===== config.mk =====
export PLATFORM = sky130hd
export DESIGN_NAME = mux_4x1_32bit_reg
export DESIGN_NICKNAME = d
export VERILOG_FILES = /design/src/rtl/mux_4x1_32bit_reg.sv
export SDC_FILE = /design/constraint.sdc
export NUM_CORES = 1
export LEC_CHECK = 0
export CORE_MARGIN = 2
export CORE_UTILIZATION = 30
export DETAILED_ROUTE_END_ITERATION = 6
export PLACE_DENSITY = 0.85
export SYNTH_ARGS = -nofsm -noshare
export SYNTH_HDL_FRONTEND = slang
export SYNTH_SLANG_ARGS = --single-unit

===== constraint.sdc =====
create_clock -name CLK -period 1.17 [get_ports CLK]
set_input_delay 0.2925 -clock CLK [delete_from_list [all_inputs] [get_ports CLK]]
set_output_delay 0.2925 -clock CLK [all_outputs]
set_load 0.03 [all_outputs]

===== src/rtl/mux_4x1_32bit_reg.sv =====
// 4-input data selector with a zero-latency combinational output and a
// registered, capture-enabled copy for crossing a pipeline boundary.
module mux_4x1_32bit_reg #(
  parameter int WIDTH = 32
) (
  input  logic             CLK,
  input  logic             RESET,
  input  logic [WIDTH-1:0] IN0,
  input  logic [WIDTH-1:0] IN1,
  input  logic [WIDTH-1:0] IN2,
  input  logic [WIDTH-1:0] IN3,
  input  logic [1:0]       SELECT,
  input  logic             EN,
  output logic [WIDTH-1:0] OUT,
  output logic [WIDTH-1:0] OUT_REG
);

  // Selection stage: an unresolved select code falls to the default branch
  // so the pipeline sees zeros instead of a propagated X.
  always_comb begin
    OUT = '0;
    case (SELECT)
      2'b00:   OUT = IN0;
      2'b01:   OUT = IN1;
      2'b10:   OUT = IN2;
      2'b11:   OUT = IN3;
      default: OUT = '0;
    endcase
  end

  // Register stage: reset wins over enable; hold when not enabled.
  always_ff @(posedge CLK) begin
    if (!RESET) begin
      OUT_REG <= '0;
    end else if (EN) begin
      OUT_REG <= OUT;
    end
  end

endmodule


# [Word level (Yosys, flattened, before mapping)]
# Index checks and enable logic that the tools add are counted.
[op_classes] mux=1 eq_ne=3 reduce_logical=1
[ops] operator="$pmux W32 S4" count=1
[ops] operator="$eq A2 B2 Y1 const B" count=2
[ops] operator="$eq A2 B1 Y1 const B" count=1
[ops] operator="$logic_not A2 Y1" count=1
[word_totals] register_bits=32 inputBits=133 out_inout_bits=64 wordCells=6

# [Logic depth before layout (Yosys ltp)]
# Gate-level depths: netlist of run 1.
[depth] depth_word=2 mapped_depth=4 mapped_depth_nobuf=2

# [Worst setup path after synthesis of run 1]
# OpenSTA, ideal clock, no wires.
[synth_timing] kind="in2out" startpoint="in SELECT[0]" endpoint="out OUT[0]" stages=3 t_required_ns=0.877 slack_ns=-0.412 path_buffers=2 arrival_time_ns=1.289 cell_sequence="buf_4 buf_2 mux2i_1"
[synth_between] elab_chain_len=2 word_cells_on_any_way=5 classes_between="eq/ne (3); mux (1); reduce/logical (1)"
[synth_rtl] element="from (decl)" line="12" text="input logic [1:0] SELECT,"
[synth_rtl] element="$eq A2 B2 Y1 (tied with other cells)" line="22" text="case (SELECT)"
[synth_rtl] element="$pmux W32 S4 (*)" line="22"
[synth_rtl] element="to (decl)" line="14" text="output logic [WIDTH-1:0] OUT,"
# Every way passes the cells marked *; elsewhere a longest branch is shown, timed or not.

# [Worst setup path after layout of run 1]
[layout_timing] startpoint="in SELECT[1]" endpoint="out OUT[6]"
# The elaborated chain is that of the path after synthesis.

==> impl_metrics.ini, run 1 <==
[logic_synthesis]
synth_nets = 351
yosysTopAreaCellShare = 0.404
avgSynthCellArea_um2 = 10.9
synthTopCellsByArea = mux2i_1, dfxtp_1, o221ai_1, nand3b_1, buf_6
synth_top_cell_by_area = mux2i_1
synth_seq_cells = 32
synth_seq_area_share = 0.269
netlist_area_um2 = 2380
ys_types = 13
yosys_warnings = 0
synthCells = 218

[grt]
antenna_found_initial = 0
grt_max_degree = 23
grt_pass1_wl_mm = 19.3
grt_use_total = 0.292
grt_overflow = 0
grt_pass1_vias = 3502

[floorplan]
start_util = 0.309
core_um2 = 7690
pin_count = 197
die_area_um2 = 8650
rows = 32
die_h_um = 93.0
die_w_um = 93.0

[critical_path]
path_class = in2out
cp_max_fo = 8
cp.arrival_ps = 1360
end_kind = output pin
required_ps = 880
critPathLaunchType = primary input

[clock_tree]
h-tree-depth = 2
numCtsBuffers = 5
root_buffer = clkbuf_8
insertion_delay_ps = 280
cts.clk_slew.worst_paths_ps = 60
cts_sinks = 32
cts_tree = built
cts_buffer_depth = 2
holdBufCountCts = 0

[detailed_routing]
vias = 3223
drt_iter0_drc = 99
wl_per_cell_um = 22.3
ant_nets = 0
drc = 0
via_per_inst = 5.41
drt_wl_total_mm = 13.3
first_pass_iters = 4

[timing]
tightest_slew_ps = 336
period_share = 1.41
setup_ws_ps = -480
fin_crit_ps = 1650
rsz0062_at_grt = yes
hold_violations = 0
fin_worst_skew_ps = 0
drv_slew = 0
relSlewSlack = 0.776
setup-violations-final = 37
max_freq_ghz = 0.606

[finish]
multiInputGateArea_um2 = 2750
drive_above_1_share = 0.557
top_register = OUT_REG
reg.largest.list = OUT_REG: 32 flops
syn_to_final_growth_pct = 180
final_cell_mix = clkdlybuf4s50_1, mux2i_4, buf_4, buf_6
fillerInstances = 331
largest_register_ffs = 32
diodes = 0
final_common_cell = clkdlybuf4s50_1
seqCellArea_um2 = 641
nNetsFinal = 626

[power_and_ir_drop]
p_total_w = 0.00521
p_seq_frac = 0.237
clockPowerShare = 0.173
switching_share = 0.357
p_leak_nw = 2.52
powerDensity_nw_per_um2 = 784
power_switching_w = 0.00186
power_frac_comb = 0.589
ir_drop_mv = 0.490
intPower_w = 0.00335

[placement]
place.gp.congestion = 0.713
place_ws_ps = -918
dp_hpwl_mm = 8.13
io_buffer_count = 196

[flow_run]
cap_violations = 0

[hold_path]
hold_class = in2reg

[run_status]
status = finished with violations
violations = negative setup slack
-- cells by family after synthesis --
logic type | after synthesis | synth area share
buffers and inverters | 24 | 0.0889
AO/OA/AOI/OAI | 32 | 0.121
flip-flops | 32 | 0.269
multiplexers | 96 | 0.404
AND/OR/NAND/NOR | 34 | 0.117
-- repair_timing --
item                       in CTS  in global routing
setup endpoints to repair      64                 51
buffers inserted               24                 14
pin swaps                       1                  2
cloned                          5                  0
gates resized for setup       204                 24
-- final cells by class --
class | instances | share of cell area
clock buffer | 8 | 0.0135
multi-input combinational | 162 | 0.413
timing repair buffer | 292 | 0.458
tap | 102 | 0.0192
sequential | 32 | 0.0963
-- final timing paths --
kind | depth (start not counted) | slack, ps | start | end
setup / recovery | 7 | -480 | SELECT[1] | OUT[6]
setup reg to reg | 2 | 440 | OUT_REG[5]$_SDFFE_PN0P_ | OUT_REG[5]$_SDFFE_PN0P_
hold reg to reg | 2 | 510 | OUT_REG[26]$_SDFFE_PN0P_ | OUT_REG[26]$_SDFFE_PN0P_
hold / removal | 3 | 410 | IN1[14] | OUT_REG[14]$_SDFFE_PN0P_
-- metal layers --
metal | vias up | share of wire | global-route usage
li1 | 1442 | - | -
met4 | 0 | 0.031 | 0.0907
met3 | 36 | 0.066 | 0.0709
met1 | 1578 | 0.33 | 0.302
met2 | 167 | 0.57 | 0.572
met5 | - | 0 | 0
-- power groups by stage --
stage               registers (W)  logic, W  clock network, W
finish                    0.00124   0.00307          0.000904
global route              0.00125   0.00317          0.000966
CTS                       0.00123   0.00298          0.000897
detailed placement        0.00125   0.00251                 0
global placement          0.00124   0.00245                 0
floorplan                 0.00141   0.00118                 0
-- Yosys cell counts (all sizes together) --
library cell,instances
mux2i,96
nand3b,33
dfxtp,32
o221ai,32
buf,21
clkbuf,3
nand3,1
-- worst max-delay path, cell delays in order --
cell     delay (ps)
buf_12          110
buf_12          130
buf_12          130
buf_16          160
mux2i_4         210
mux2i_4         160
buf_6           160
-- metrics by stage --
| step | cell area, um2 | hold slack [ps] | utilization | TNS, ps | cells |
|---|---|---|---|---|---|
| floorplan | 3200 | 490 | - | -5290 | 218 |
| CTS | 6550 | 505 | 0.852 | -13140 | 592 |
| global placement | 5540 | 475 | 0.720 | -36980 | 564 |
| global route | 6650 | 419 | 0.865 | -14690 | 596 |
| detailed placement | 5540 | 482 | 0.720 | -38230 | 564 |
| finish | 6650 | 415 | 0.865 | -13860 | 596 |
(Power assumes the default switching activity.)
==> run 2, diff against run 1 <==
HOLD_SLACK_MARGIN = 0.03   (was default)
==> results of run 2 <==
Final layout, timing and power as in run 1 (identical DEF).
==> run 3, diff against run 2 <==
CELL_PAD_IN_SITES_DETAIL_PLACEMENT = 1   (was default)
CELL_PAD_IN_SITES_GLOBAL_PLACEMENT = 1   (was default)
CORE_UTILIZATION = 23   (was 30)
PLACE_DENSITY = 0.88   (was 0.85)
clock period = 1.6 ns   (was 1.17 ns; I/O delays follow)
==> impl_metrics.ini, run 3 (synthesis gave the netlist of run 1 again) <==
[finish]
reg.largest.list = OUT_REG: 32 flops
fillerInstances = 957
stdcell_count = 659
final_common_cell = buf_4
drive_above_1_share = 0.501
syn_to_final_growth_pct = 186
utilization = 0.667
final_cell_mix = buf_4, mux2i_4, dlygate4sd2_1, clkdlybuf4s50_1, buf_6
nNetsFinal = 654
largest_register_ffs = 32
top_register = OUT_REG

[critical_path]
r2r_end = OUT_REG[6]$_SDFFE_PN0P_
r2r-start = OUT_REG[6]$_SDFFE_PN0P_
worstPathCellList = clkdlybuf4s50_1 -> mux2i_1 -> buf_4 -> mux2i_4 -> buf_6
end_kind = output pin
slowest_delay_ps = 490
cp.arrival_ps = 1450
rr_worst_depth = 2
critPathLaunchType = primary input
cp_max_fo = 2
path_class = in2out
slowest_stage = clkdlybuf4s50_1
reg2reg_slack_ps = 740
required_ps = 1200
cp-startpoint = IN0[1]

[power_and_ir_drop]
ir_drop_mv = 0.357
powerDensity_nw_per_um2 = 568
power_frac_comb = 0.600
clockPowerShare = 0.165
intPower_w = 0.00238
power_switching_w = 0.00148
switching_share = 0.383
p_leak_nw = 2.88
p_seq_frac = 0.235

[timing]
fin_worst_skew_ps = 0
period_share = 1.15
fin_crit_ps = 1850
rsz0062_at_grt = yes
relSlewSlack = 0.730
fin_setup_tns_ps = -4480
drv_slew = 0
max_freq_ghz = 0.542
hold_violations = 0
setup_ws_ps = -246
tightest_slew_ps = 407
setup-violations-final = 32

[clock_tree]
cts_buffer_depth = 2
cts.clk_slew.worst_paths_ps = 70
root_buffer = clkbuf_8
insertion_delay_ps = 280
h-tree-depth = 2
cts_tree = built
numCtsBuffers = 5
holdBufCountCts = 0
cts_sinks = 32

[floorplan]
start_util = 0.233
core_um2 = 10200
die_h_um = 106
die_w_um = 106
rows = 37
die_area_um2 = 11200
pin_count = 197

[placement]
place.gp.congestion = 0.732
dpl.cell_count = 615
dp_hpwl_mm = 10.1
io_buffer_count = 196

[detailed_routing]
first_pass_iters = 4
via_per_inst = 5.22
wl_per_cell_um = 27.6
vias = 3437
ant_nets = 0
drc = 0
drt_wl_total_mm = 18.2
drt_iter0_drc = 143

[grt]
grt_pass1_vias = 3921
antenna_found_initial = 2
grt_use_total = 0.289
grt_overflow = 0
grt_pass1_wl_mm = 24.2
grt_max_degree = 24

[flow_run]
cap_violations = 0

[run_status]
violations = negative setup slack
status = finished with violations

[hold_path]
min_from = OUT_REG[21]$_SDFFE_PN0P_
hold_class = reg2reg
whs_path_depth = 2
min_to = OUT_REG[21]$_SDFFE_PN0P_
-- run 3: cell count changes in the layout (fill, tap and decap cells not counted), moves of 2 or more --
cell,previous run,this run
buf_6,53,36
mux2i_4,91,94
mux2i_2,3,0
dlymetal6s2s_1,2,25
o221ai_1,21,31
diode_2,0,2
clkdlybuf4s50_1,97,68
o221ai_2,10,1
buf_12,22,15
dlygate4sd2_1,31,69
buf_4,82,101
-- run 3: repair_timing --
action                                  in CTS  in global routing
setup buffers                               26                 26
cloned                                       4                  1
endpoints found under the setup margin      64                 33
resized for setup                          262                 50
-- run 3: worst max-delay path, delay by kind of cell --
family / cells / cell delay, ps
mux: 2 / 240
buf+inv: 3 / 800
-- run 3: worst max-delay path by stage --
stage | end | slack (ps)
floorplan | OUT[0] | -30
global placement | OUT[20] | -660
detailed placement | OUT[15] | -710
CTS | OUT[1] | -300
global route | OUT[1] | -280
finish | OUT[1] | -250
-- run 3: power by group through the flow --
stage	clock, W	sequential [W]	combinational, W
floorplan	0	0.00103	0.000757
global placement	0	0.000907	0.00174
detailed placement	0	0.000915	0.00180
CTS	0.000627	0.000895	0.00214
global route	0.000683	0.000910	0.00238
finish	0.000638	0.000906	0.00231
-- run 3: layer usage --
layer	part of all wire	vias to the layer above	global-route usage
li1	-	1490	-
met1	0.34	1695	0.284
met2	0.55	199	0.571
met3	0.066	53	0.0705
met4	0.045	0	0.114
met5	0	-	0
-- run 3: layout make-up --
| type | instances | area (um2) | share of cell area |
|---|---|---|---|
| Antenna cell | 2 | 5.00 | 0.000737 |
| Clock buffer | 6 | 72.6 | 0.0107 |
| Clock inverter | 1 | 5.00 | 0.000737 |
| Multi-Input combinational cell | 162 | 2700 | 0.398 |
| Sequential cell | 32 | 641 | 0.0943 |
| Tap cell | 136 | 170 | 0.0250 |
| Timing Repair Buffer | 320 | 3200 | 0.471 |
-- run 3: stage by stage --
stage | hold slack [ps] | power (W) | worst slack, ps | cell area (um2)
detailed placement | 486 | 0.00272 | -715 | 5430
CTS | 502 | 0.00366 | -297 | 6500
global placement | 474 | 0.00265 | -664 | 5430
floorplan | 624 | 0.00179 | -25.1 | 2830
global route | 541 | 0.00398 | -275 | 6790
finish | 515 | 0.00386 | -246 | 6790
